File: src/rtl/div_unit_pkg.sv
// Shared definitions for the EX-stage divider: ALU op / funct codes and FSM encoding.
// Also holds small decode helpers used by issue-side hazard logic.
package div_unit_pkg;

    localparam int unsigned DIV_WIDTH = 32;
    localparam int unsigned ALU_OP_W  = 4;
    localparam int unsigned FUNCT_W   = 6;

    localparam logic [ALU_OP_W-1:0] ALU_div     = 4'd9;
    localparam logic [ALU_OP_W-1:0] ALU_rs_pass = 4'd10;

    localparam logic [FUNCT_W-1:0] FUNCT_DIV  = 6'h1A;
    localparam logic [FUNCT_W-1:0] FUNCT_DIVU = 6'h1B;

    typedef enum logic [1:0] {
        DIV_IDLE  = 2'd0,
        DIV_RUN   = 2'd1,
        DIV_FIXUP = 2'd2
    } div_state_t;

    // True for any op that must stall while the divider is busy.
    function automatic logic needs_div_unit(input logic [ALU_OP_W-1:0] op);
        return (op == ALU_div) || (op == ALU_rs_pass);
    endfunction

    // True for the DIV / DIVU funct codes; the second result is the signedness.
    function automatic logic [1:0] decode_div_funct(input logic [FUNCT_W-1:0] funct);
        return {(funct == FUNCT_DIV) || (funct == FUNCT_DIVU), funct == FUNCT_DIV};
    endfunction

endpackage

File: src/rtl/div_unit_step.sv
// One radix-2 restoring division iteration: shift {rem, quo} left, trial-subtract divisor.
// Purely combinational; the caller owns all state.
module div_step
    import div_unit_pkg::*;
#(
    parameter int unsigned WIDTH = DIV_WIDTH
) (
    input  logic [WIDTH-1:0] rem,
    input  logic [WIDTH-1:0] quo,
    input  logic [WIDTH-1:0] divisor,
    output logic [WIDTH-1:0] rem_next,
    output logic [WIDTH-1:0] quo_next
);

    logic [WIDTH:0] w_shift;
    logic [WIDTH:0] w_trial;

    // rem < divisor on entry, so the 33-bit difference sign alone decides restore.
    assign w_shift = {rem, quo[WIDTH-1]};
    assign w_trial = w_shift - {1'b0, divisor};

    always_comb begin
        rem_next = w_shift[WIDTH-1:0];
        quo_next = {quo[WIDTH-2:0], 1'b0};
        if (!w_trial[WIDTH]) begin
            rem_next = w_trial[WIDTH-1:0];
            quo_next = {quo[WIDTH-2:0], 1'b1};
        end
    end

endmodule

File: src/rtl/div_unit.sv
// Multi-cycle signed/unsigned integer divider that owns the HI/LO registers.
// 32 restoring iterations on magnitudes, then one fixup cycle applies signs and writes HI/LO.
module div_unit
    import div_unit_pkg::*;
#(
    parameter int unsigned WIDTH = DIV_WIDTH
) (
    input  logic             clock,
    input  logic             reset,
    input  logic             start,
    input  logic             is_signed,
    input  logic [WIDTH-1:0] dividend,
    input  logic [WIDTH-1:0] divisor,
    input  logic             flush,
    output logic             busy,
    output logic             done,
    output logic [WIDTH-1:0] hi,
    output logic [WIDTH-1:0] lo
);

    localparam int unsigned        CNT_W     = $clog2(WIDTH);
    localparam logic [CNT_W-1:0]   LAST_ITER = CNT_W'(WIDTH - 1);

    div_state_t       r_state;
    div_state_t       w_next_state;
    logic             w_accept;

    logic [CNT_W-1:0] r_cnt;
    logic [WIDTH-1:0] r_rem;
    logic [WIDTH-1:0] r_quo;
    logic [WIDTH-1:0] r_dvs;
    logic [WIDTH-1:0] r_dividend;
    logic             r_neg_q;
    logic             r_neg_r;
    logic             r_div0;
    logic [WIDTH-1:0] r_hi;
    logic [WIDTH-1:0] r_lo;
    logic             r_done;

    logic [WIDTH-1:0] w_dvd_mag;
    logic [WIDTH-1:0] w_dvs_mag;
    logic [WIDTH-1:0] w_rem_next;
    logic [WIDTH-1:0] w_quo_next;
    logic [WIDTH-1:0] w_hi_fix;
    logic [WIDTH-1:0] w_lo_fix;

    always_ff @(posedge clock) begin
        if (reset) begin
            r_state <= DIV_IDLE;
        end else begin
            r_state <= w_next_state;
        end
    end

    // Next state; flush overrides everything, including a same-cycle start.
    always_comb begin
        w_next_state = r_state;
        w_accept     = 1'b0;
        case (r_state)
            DIV_IDLE: begin
                if (start) begin
                    w_next_state = DIV_RUN;
                    w_accept     = 1'b1;
                end
            end
            DIV_RUN: begin
                if (r_cnt == LAST_ITER) begin
                    w_next_state = DIV_FIXUP;
                end
            end
            DIV_FIXUP: w_next_state = DIV_IDLE;
            default:   w_next_state = DIV_IDLE;
        endcase
        if (flush) begin
            w_next_state = DIV_IDLE;
            w_accept     = 1'b0;
        end
    end

    assign w_dvd_mag = (is_signed && dividend[WIDTH-1]) ? (WIDTH'(0) - dividend) : dividend;
    assign w_dvs_mag = (is_signed && divisor[WIDTH-1])  ? (WIDTH'(0) - divisor)  : divisor;

    div_step #(
        .WIDTH    (WIDTH)
    ) u_div_step (
        .rem      (r_rem),
        .quo      (r_quo),
        .divisor  (r_dvs),
        .rem_next (w_rem_next),
        .quo_next (w_quo_next)
    );

    // Divide-by-zero bypasses sign fixup and reports the raw dividend in HI.
    always_comb begin
        w_lo_fix = r_neg_q ? (WIDTH'(0) - r_quo) : r_quo;
        w_hi_fix = r_neg_r ? (WIDTH'(0) - r_rem) : r_rem;
        if (r_div0) begin
            w_lo_fix = '1;
            w_hi_fix = r_dividend;
        end
    end

    always_ff @(posedge clock) begin
        if (reset) begin
            r_cnt      <= '0;
            r_rem      <= '0;
            r_quo      <= '0;
            r_dvs      <= '0;
            r_dividend <= '0;
            r_neg_q    <= 1'b0;
            r_neg_r    <= 1'b0;
            r_div0     <= 1'b0;
            r_hi       <= '0;
            r_lo       <= '0;
            r_done     <= 1'b0;
        end else begin
            r_done <= 1'b0;
            if (w_accept) begin
                r_cnt      <= '0;
                r_rem      <= '0;
                r_quo      <= w_dvd_mag;
                r_dvs      <= w_dvs_mag;
                r_dividend <= dividend;
                r_neg_q    <= is_signed & (dividend[WIDTH-1] ^ divisor[WIDTH-1]);
                r_neg_r    <= is_signed & dividend[WIDTH-1];
                r_div0     <= (divisor == '0);
            end else if (!flush && r_state == DIV_RUN) begin
                r_rem <= w_rem_next;
                r_quo <= w_quo_next;
                r_cnt <= r_cnt + CNT_W'(1);
            end else if (!flush && r_state == DIV_FIXUP) begin
                r_hi   <= w_hi_fix;
                r_lo   <= w_lo_fix;
                r_done <= 1'b1;
            end
        end
    end

    assign busy = (r_state != DIV_IDLE);
    assign done = r_done;
    assign hi   = r_hi;
    assign lo   = r_lo;

endmodule

File: config.mk
export PLATFORM = sky130hd
export DESIGN_NAME = div_unit
export DESIGN_NICKNAME = d
export VERILOG_FILES = /design/src/rtl/div_unit_pkg.sv /design/src/rtl/div_unit_step.sv /design/src/rtl/div_unit.sv
export SDC_FILE = /design/constraint.sdc
export NUM_CORES = 1
export LEC_CHECK = 0
export BUFFER_PORTS_ARGS = -buffer_cell sky130_fd_sc_hd__clkbuf_2
export CAP_MARGIN = 5
export CORE_MARGIN = 5
export CORE_UTILIZATION = 53
export DETAILED_ROUTE_END_ITERATION = 12
export GPL_ROUTABILITY_DRIVEN = 1
export HOLD_SLACK_MARGIN = 0.03
export PLACE_DENSITY = 0.84
export SLEW_MARGIN = 5
export SYNTH_ARGS = -nofsm -noshare
export SYNTH_HDL_FRONTEND = slang
export SYNTH_SLANG_ARGS = --single-unit
export TNS_END_PERCENT = 100
File: constraint.sdc
create_clock -name clock -period 3.2 [get_ports clock]
set_clock_uncertainty 0.2 [all_clocks]
set_input_delay 0 -clock clock [delete_from_list [all_inputs] [get_ports clock]]
set_output_delay 0 -clock clock [all_outputs]
set_load 0.005 [all_outputs]
==> summary.json, run 1 <==
{
  "routed_via_density": 6.06,
  "insertion_delay_ns": 0.52,
  "clock_tree_from_tritoncts": "yes",
  "dpl_worst_slack_ns": -0.120,
  "reg2regPathDepth": 14,
  "final.period_utilization_pct": 98.1,
  "critical_setup_path_kind": "register to register",
  "drt_first_iter_violations": 1360,
  "worst-slew-pin-transition_ns": 1.00,
  "detail-route-antenna-nets": 0,
  "layout.cells.most_common_list": "270 x sky130_fd_sc_hd__nand2_1, 198 x sky130_fd_sc_hd__dfxtp_1, 150 x sky130_fd_sc_hd__nor2_1, 136 x sky130_fd_sc_hd__a21oi_1, 133 x sky130_fd_sc_hd__clkbuf_2",
  "worst_setup_path_endpoint": "r_rem[10]$_SDFFE_PP0P_",
  "holdCritPathClass": "primary input to register",
  "core_area_sq_mm": 0.0226,
  "timing.critical_path.fanout_max": 18,
  "clock_sink_count": 203,
  "crit_required_ns": 3.41,
  "detailed_place.area_sq_mm": 0.0134,
  "synth_top_area_cell": "sky130_fd_sc_hd__dfxtp_1",
  "max_freq_mhz": 319,
  "final_net_count": 1993,
  "critical_path.startpoint_type": "register",
  "static-leakage-power_nw": 6.41,
  "tns_ns": 0,
  "end_kind": "register",
  "synth.lib_cells_used.distinct": 67,
  "layout_commonest_cell": "sky130_fd_sc_hd__nand2_1",
  "synth_top_cell_area_share_pct": 33.5,
  "syn_nets": 1724,
  "pin_count_of_the_biggest_net_entering_global_routing": 92,
  "die_x_um": 161,
  "post-route-min-period_ns": 3.14,
  "synth_area_sq_mm": 0.0121,
  "syn_to_layout_area_delta_pct": 31.8,
  "initial_utilization_pct": 53.8,
  "final_max_slew_viol_count": 0,
  "wire_length_of_the_first_global_routing_pass_mm": 63.4,
  "critical_path.reg2reg.endpoint": "r_rem[10]$_SDFFE_PP0P_",
  "regArea_sq_mm": 0.00407,
  "routed_wirelength_mm": 40.2,
  "synth-main-ff-cell": "sky130_fd_sc_hd__dfxtp_1",
  "top_level_ports": 135,
  "unrepaired_setup_endpoints_after_global_routing": "true",
  "clock_tree.buffer_depth": 3,
  "dieHeight_um": 161,
  "cts_root_buffer": "sky130_fd_sc_hd__clkbuf_16",
  "dp_cells": 2008,
  "cts.reportedPaths.clkPinSlew_ns": 0.06,
  "count_of_flip_flops_with_a_built_in_enable_after_synthesis": 0,
  "irDropWorstVdd_mv": 0.295,
  "worst-r2r-setup-slack_ns": 0.06,
  "synthesized_area_per_cell_sq_um": 7.51,
  "crit_slowest_cell": "sky130_fd_sc_hd__fa_2",
  "maxCapViolations": 0,
  "final_hold_viol_count": 0,
  "multi_input_area_sq_mm": 0.00779,
  "cts_made_buffers": 24,
  "outcome": "complete, no violations",
  "drtPass1Iterations": 6,
  "critical_path_arrival_ns": 3.35,
  "final_layout_size_suffix_gt1_share_pct": 17.8,
  "die-area_sq_mm": 0.0260,
  "relSlewSlack_pct": 33.0,
  "final-setup-viol-count": 0,
  "htreeDepth": 1,
  "yosysWarningCount": 0,
  "grt_antenna_before_repair": 0,
  "seq_area_frac_synth_pct": 33.5,
  "async_flop_share_pct": 0,
  "rows": 55,
  "hold_slack_ns": 0.166,
  "power_per_cell_area_mw_per_mm2": 475,
  "remaining_drc_errors": 0,
  "grt.total_usage_pct": 28.9,
  "final_design_area_no_fill_sq_mm": 0.0160,
  "stdcell_count": 2188,
  "finalWorstSetupSlack_ns": 0.0611,
  "timing.rr.start": "r_quo[31]$_SDFFE_PP0P_",
  "detailroute.via_count": 13300,
  "netlist_top_cells_area": "sky130_fd_sc_hd__dfxtp_1 33%, sky130_fd_sc_hd__nand2_1 8.3%, sky130_fd_sc_hd__a21oi_1 5.9%",
  "grt_overflow": 0,
  "timing.critical_path.from": "r_quo[31]$_SDFFE_PP0P_",
  "filler_cell_count": 1667,
  "num_antenna_cells": 0,
  "vias_in_the_first_global_route": 12600,
  "syn_inst": 1616,
  "hpwl_mm": 25.6,
  "critical-path-max-stage-delay_ns": 0.37,
  "gp_congestion": 0.908,
  "wire_length_per_cell_after_detailed_routing_um": 18.4,
  "worst_hold_path.num_cells": 4,
  "port-buffer-count": 134,
  "crit_path_cells": "inv_1 -> ha_2 -> fa_2 -> nand2b_4 -> a21oi_4 -> buf_6 -> o2111ai_4 -> a21boi_4 -> o21ai_4 -> xor2_4 -> buf_4 -> buf_16 -> o211ai_1 -> o211a_1",
  "ys_ff_latch": 203
}
[worst min path at each step]
stage | from | slack, ns | end
floorplan | flush | -0.12 | r_state[0]$_SDFFE_PP0P_
global placement | dividend[30] | 0.06 | r_dividend[30]$_SDFFE_PP0P_
detailed placement | dividend[30] | 0.08 | r_dividend[30]$_SDFFE_PP0P_
finish | dividend[11] | 0.17 | r_dividend[11]$_SDFFE_PP0P_
CTS | dividend[17] | 0.15 | r_dividend[17]$_SDFFE_PP0P_
global route | dividend[11] | 0.17 | r_dividend[11]$_SDFFE_PP0P_
[critical path, delay by kind of cell, from the launching register on]
family	cells	cell delay, ns
AOI/OAI and AO/OA	6	0.90
xor gates and xnor gates	1	0.32
adders and majority gates	2	0.57
buffers and inverters	4	0.51
DFF	1	0.33
and+or+nand+nor	1	0.17
[synthesized netlist by cell type, types with 4 or more instances]
cell and instances:
sky130_fd_sc_hd__or2_2 5, sky130_fd_sc_hd__o41ai_1 13, sky130_fd_sc_hd__a22o_1 4, sky130_fd_sc_hd__and3_1 10, sky130_fd_sc_hd__a21boi_0 16, sky130_fd_sc_hd__nand4_1 4, sky130_fd_sc_hd__clkbuf_1 92, sky130_fd_sc_hd__xnor2_1 71
sky130_fd_sc_hd__inv_1 51, sky130_fd_sc_hd__a21oi_1 144, sky130_fd_sc_hd__xor2_1 73, sky130_fd_sc_hd__nor2b_1 11, sky130_fd_sc_hd__or4_1 8, sky130_fd_sc_hd__ha_1 38, sky130_fd_sc_hd__nand3b_1 4, sky130_fd_sc_hd__or3_1 20
sky130_fd_sc_hd__o211ai_1 12, sky130_fd_sc_hd__nor4_1 14, sky130_fd_sc_hd__o2111ai_1 5, sky130_fd_sc_hd__mux2i_1 10, sky130_fd_sc_hd__a311oi_1 24, sky130_fd_sc_hd__nor3_1 31, sky130_fd_sc_hd__o21ai_0 118, sky130_fd_sc_hd__buf_1 8
sky130_fd_sc_hd__o31ai_1 25, sky130_fd_sc_hd__nand3_1 15, sky130_fd_sc_hd__a211oi_1 28, sky130_fd_sc_hd__o22ai_1 39, sky130_fd_sc_hd__a31oi_1 11, sky130_fd_sc_hd__nand2_1 270, sky130_fd_sc_hd__nor3b_1 4, sky130_fd_sc_hd__dfxtp_1 203
sky130_fd_sc_hd__buf_2 4, sky130_fd_sc_hd__and2_1 5, sky130_fd_sc_hd__or4_4 4, sky130_fd_sc_hd__nand2b_1 14, sky130_fd_sc_hd__a21o_1 11, sky130_fd_sc_hd__o211a_1 4, sky130_fd_sc_hd__o21a_1 6, sky130_fd_sc_hd__nor2_1 151
[area by class of cell]
cell class | instances | area share [%]
timing repair buffer | 349 | 16.8
clock inverter | 16 | 1.67
multi-input combinational | 1256 | 48.7
inverter | 51 | 1.20
clock buffer | 28 | 4.04
sequential | 203 | 25.4
tap | 285 | 2.23
[routing by layer]
metal | part of all wire [%] | GRT usage, %
met3 | 7.1 | 3.60
met4 | 4.0 | 11.0
met2 | 48 | 49.6
met1 | 41 | 37.3
met5 | 0 | 0
[metrics by stage]
| step | util, % | power (W) |
|---|---|---|
| after floorplan | - | 0.00368 |
| after global placement | 59.4 | 0.00410 |
| after detailed placement | 59.4 | 0.00413 |
| after CTS | 69.3 | 0.00744 |
| after global routing | 70.9 | 0.00788 |
| final | 70.9 | 0.00761 |
[cells by family after synthesis]
family,Yosys count,synth area share (%)
buffers and inverters,157,4.96
and+or+nand+nor,585,21.7
muxes,10,0.824
adders and majority gates,39,4.08
xor gates and xnor gates,144,10.4
AOI/OAI and AO/OA,478,24.6
DFF,203,33.5
[power breakdown]
part | switching, W | total (W) | leakage, nW | internal [W]
Clock | 0.00115 | 0.00316 | 0.445 | 0.00202
Combinational | 0.000943 | 0.00174 | 4.32 | 0.000793
Sequential | 0.0000922 | 0.00271 | 1.65 | 0.00262
Total | 0.00218 | 0.00761 | 6.41 | 0.00543
[state kept, by name, indices dropped and copies added, names as in the netlist]
name and cells:
r_cnt 5, hi 32, r_neg_q 1, lo 32
done 1, r_state 2, r_quo 32, r_div0 1
r_neg_r 1, r_dvs 32, r_dividend 32, r_rem 32
[repair_timing]
action / 4_1_cts / 5_1_grt
cloned: 1 / 1
pin swaps: 1 / 18
endpoints found under the hold margin: 153 / 0
hold buffers: 125 / 0
setup buffers: 2 / 7
endpoints found under the setup margin: 17 / 47
gates resized for setup: 5 / 60
Note: power is estimated with default switching activity, not from simulation.
==> run 2, diff against run 1 <==
PLACE_DENSITY = 0.81   (was 0.84)
clock period = 3.3 ns   (was 3.2 ns; I/O delays follow)
==> summary.json, run 2 (synthesis gave the netlist of run 1 again) <==
{
  "wire_length_per_cell_after_detailed_routing": {"value": 18.0, "unit": "um", "change": "-2.2%"},
  "timing.critical_path.from": "divisor[11]",
  "clock_power_share": {"value": 38.7, "unit": "%", "change": "-2.9 points"},
  "static-leakage-power": {"value": 6.25, "unit": "nW", "change": "-2.6%"},
  "hpwl": {"value": 25.7, "unit": "mm", "change": "+0.43%"},
  "die-area": {"value": 0.0260, "unit": "sq mm", "change": "unchanged"},
  "routed_wirelength": {"value": 39.0, "unit": "mm", "change": "-2.9%"},
  "hold_slack": {"value": 0.184, "unit": "ns", "change": "+0.0178 ns"},
  "initial_utilization": {"value": 53.8, "unit": "%", "change": "unchanged"},
  "routed_via_density": {"value": 5.93, "change": "-2.2%"},
  "power_report.internal_total": {"value": 0.00482, "unit": "W", "change": "-11%"},
  "combinationalPowerShare": {"value": 22.8, "unit": "%", "change": "about the same"},
  "port-buffer-count": {"value": 134, "change": "unchanged"},
  "outcome": "complete, no violations",
  "layout_commonest_cell": "sky130_fd_sc_hd__nand2_1",
  "final_max_slew_viol_count": {"value": 0, "change": "unchanged"},
  "cts_root_buffer": "sky130_fd_sc_hd__clkbuf_16",
  "timing.critical_path.fanout_max": {"value": 5, "change": "-13"},
  "max_freq_mhz": 313,
  "final_hold_viol_count": {"value": 0, "change": "unchanged"},
  "clock_tree_from_tritoncts": "yes",
  "drt_first_iter_violations": {"value": 1293, "change": "-4.9%"},
  "critical_path_arrival": {"value": 3.45, "unit": "ns", "change": "+0.10 ns"},
  "switchingPower": {"value": 0.00199, "unit": "W", "change": "-8.7%"},
  "gp_congestion": {"value": 0.896, "change": "-1.4%"},
  "syn_to_layout_area_delta_pct": 28.2,
  "end_kind": "register",
  "final-setup-viol-count": {"value": 0, "change": "unchanged"},
  "filler_cell_count": {"value": 1770, "change": "+6.2%"},
  "holdCritPathClass": "primary input to register",
  "detail-route-antenna-nets": {"value": 0, "change": "unchanged"},
  "worst-slew-pin-transition": {"value": 0.944, "unit": "ns", "change": "-0.0608 ns"},
  "worst-r2r-setup-slack": {"value": 0.16, "unit": "ns", "change": "+0.10 ns"},
  "power.share.switching": {"value": 29.2, "unit": "%", "change": "+0.56 points"},
  "irDropWorstVdd": {"value": 0.330, "unit": "mV", "change": "+12%"},
  "worst_setup_path_endpoint": "r_dvs[28]$_SDFFE_PP0P_",
  "insertion_delay": {"value": 0.52, "unit": "ns", "change": "about the same"},
  "die_x": {"value": 161, "unit": "um", "change": "unchanged"},
  "clock_sink_count": {"value": 203, "change": "unchanged"},
  "final_layout_size_suffix_gt1_share": {"value": 15.4, "unit": "%", "change": "-2.4 points"},
  "remaining_drc_errors": {"value": 0, "change": "unchanged"},
  "clock_tree.buffer_depth": {"value": 3, "change": "unchanged"},
  "vias_in_the_first_global_route": {"value": 12200, "change": "-3.4%"},
  "critical_path.reg2reg.endpoint": "r_rem[31]$_SDFFE_PP0P_",
  "cts.reportedPaths.clkPinSlew": {"value": 0.06, "unit": "ns", "change": "about the same"},
  "dieHeight": {"value": 161, "unit": "um", "change": "unchanged"},
  "top_level_ports": {"value": 135, "change": "unchanged"},
  "drtPass1Iterations": {"value": 6, "change": "unchanged"},
  "grt_antenna_before_repair": {"value": 1, "change": "+1"},
  "critical_setup_path_kind": "primary input to register",
  "cts_made_buffers": {"value": 23, "change": "-4.2%"},
  "post-route-min-period_ns": 3.19,
  "layout.cells.most_common_list": "270 x sky130_fd_sc_hd__nand2_1, 202 x sky130_fd_sc_hd__dfxtp_1, 150 x sky130_fd_sc_hd__nor2_1, 141 x sky130_fd_sc_hd__a21oi_1, 133 x sky130_fd_sc_hd__clkbuf_2",
  "grt_overflow": {"value": 0, "change": "unchanged"},
  "detailroute.via_count": {"value": 12900, "change": "-3.0%"},
  "timing.rr.start": "r_dvs[1]$_SDFFE_PP0P_",
  "total_power_consumption": {"value": 0.00681, "unit": "W", "change": "-10%"},
  "rows": {"value": 55, "change": "unchanged"},
  "critical_path.startpoint_type": "primary input",
  "grt.total_usage": {"value": 28.2, "unit": "%", "change": "-0.72 points"},
  "final_net_count": {"value": 1979, "change": "-0.70%"},
  "unrepaired_setup_endpoints_after_global_routing": "true",
  "hold_path_startpoint": "dividend[11]",
  "crit_required": {"value": 3.56, "unit": "ns", "change": "+0.15 ns"},
  "final.period_utilization_pct": 96.8,
  "reg2regPathDepth": {"value": 11, "change": "-3"},
  "pin_count_of_the_biggest_net_entering_global_routing": {"value": 85, "change": "-7.6%"},
  "core_area": {"value": 0.0226, "unit": "sq mm", "change": "unchanged"},
  "seq_power_share": {"value": 38.5, "unit": "%", "change": "+2.9 points"},
  "wire_length_of_the_first_global_routing_pass": {"value": 61.7, "unit": "mm", "change": "-2.6%"},
  "power_per_cell_area": {"value": 438, "unit": "mW/mm^2", "change": "-7.9%"},
  "maxCapViolations": {"value": 0, "change": "unchanged"},
  "finalCoreUtilization": {"value": 69.0, "unit": "%", "change": "-2.0 points"},
  "relSlewSlack": {"value": 37.1, "unit": "%", "change": "+4.1 points"},
  "htreeDepth": {"value": 1, "change": "unchanged"}
}
==> run 2: changes by cell type in the layout (fill, tap and decap cells not counted), moves of 4 or more <==
| cell | delta |
|---|---|
| sky130_fd_sc_hd__buf_4 | -10 |
| sky130_fd_sc_hd__clkbuf_8 | +6 |
| sky130_fd_sc_hd__a21oi_1 | +5 |
| sky130_fd_sc_hd__bufinv_16 | -5 |
| sky130_fd_sc_hd__a21oi_2 | -4 |
| sky130_fd_sc_hd__dfxtp_1 | +4 |
| sky130_fd_sc_hd__dfxtp_2 | -4 |
==> run 2: cell type report <==
type / instances / area (sq um) / share of cell area [%]
antenna: 1 / 2.50 / 0.0161
clock buffer: 34 / 687 / 4.41
clock inverter: 6 / 86.3 / 0.555
inverter: 51 / 191 / 1.23
multi-input combinational: 1256 / 7640 / 49.1
sequential: 203 / 4070 / 26.1
tap: 285 / 357 / 2.29
timing repair buffer: 336 / 2530 / 16.3
==> run 2: repair_timing <==
item / CTS / global route
endpoints found under the hold margin: 160 / 0
setup endpoints to repair: 2 / 44
gates cloned: 0 / 0
resized for setup: 2 / 26
buffers inserted: 0 / 3
pin swaps: 0 / 7
hold buffers: 127 / 0
==> run 2: power groups by stage <==
| stage | Sequential [W] | Combinational (W) | Clock, W |
|---|---|---|---|
| floorplan | 0.00265 | 0.000915 | 0 |
| global placement | 0.00267 | 0.00131 | 0 |
| detailed placement | 0.00267 | 0.00133 | 0 |
| CTS | 0.00262 | 0.00148 | 0.00265 |
| global route | 0.00263 | 0.00170 | 0.00276 |
| finish | 0.00262 | 0.00155 | 0.00263 |
==> run 2: how the worst min path moves through the flow <==
stage,to,slack (ns),depth (start not counted)
after floorplan,r_state[0]$_SDFFE_PP0P_,-0.12,1
after global routing,r_dividend[11]$_SDFFE_PP0P_,0.18,4
after global placement,r_dividend[21]$_SDFFE_PP0P_,0.08,3
after detailed placement,r_dividend[21]$_SDFFE_PP0P_,0.08,3
after CTS,r_dvs[9]$_SDFFE_PP0P_,0.16,4
final,r_dividend[11]$_SDFFE_PP0P_,0.18,4
==> run 2: through the flow <==
step                      setup TNS, ns  cells  instance area (sq um)  setup slack [ns]
after global placement                0   2001                  13400            0.0514
after CTS                             0   2168                  15400            0.0152
after global routing            -0.0566   2172                  15600           -0.0329
after detailed placement        -0.0349   2001                  13400           -0.0216
final                                 0   2172                  15600             0.105
after floorplan                       0   1616                  12100             0.122
==> run 2: worst max-delay path, stage by stage <==
cell and delay [ns]:
sky130_fd_sc_hd__dlygate4sd3_1 0.56, sky130_fd_sc_hd__clkbuf_2 0.17, sky130_fd_sc_hd__nor3_4 0.18, sky130_fd_sc_hd__nand2b_1 0.16, sky130_fd_sc_hd__nor4_4 0.29, sky130_fd_sc_hd__and3_4 0.27, sky130_fd_sc_hd__and4_2 0.30, sky130_fd_sc_hd__o21ai_0 0.09
sky130_fd_sc_hd__dlygate4sd3_1 0.58, sky130_fd_sc_hd__a311oi_1 0.25, sky130_fd_sc_hd__dlygate4sd3_1 0.59
==> run 2: per-layer routing <==
metal / global-route usage, % / wire [um]
met5: 0 / 0
met4: 8.65 / 1100
met3: 3.39 / 2600
met2: 48.1 / 18600
met1: 37.5 / 16700
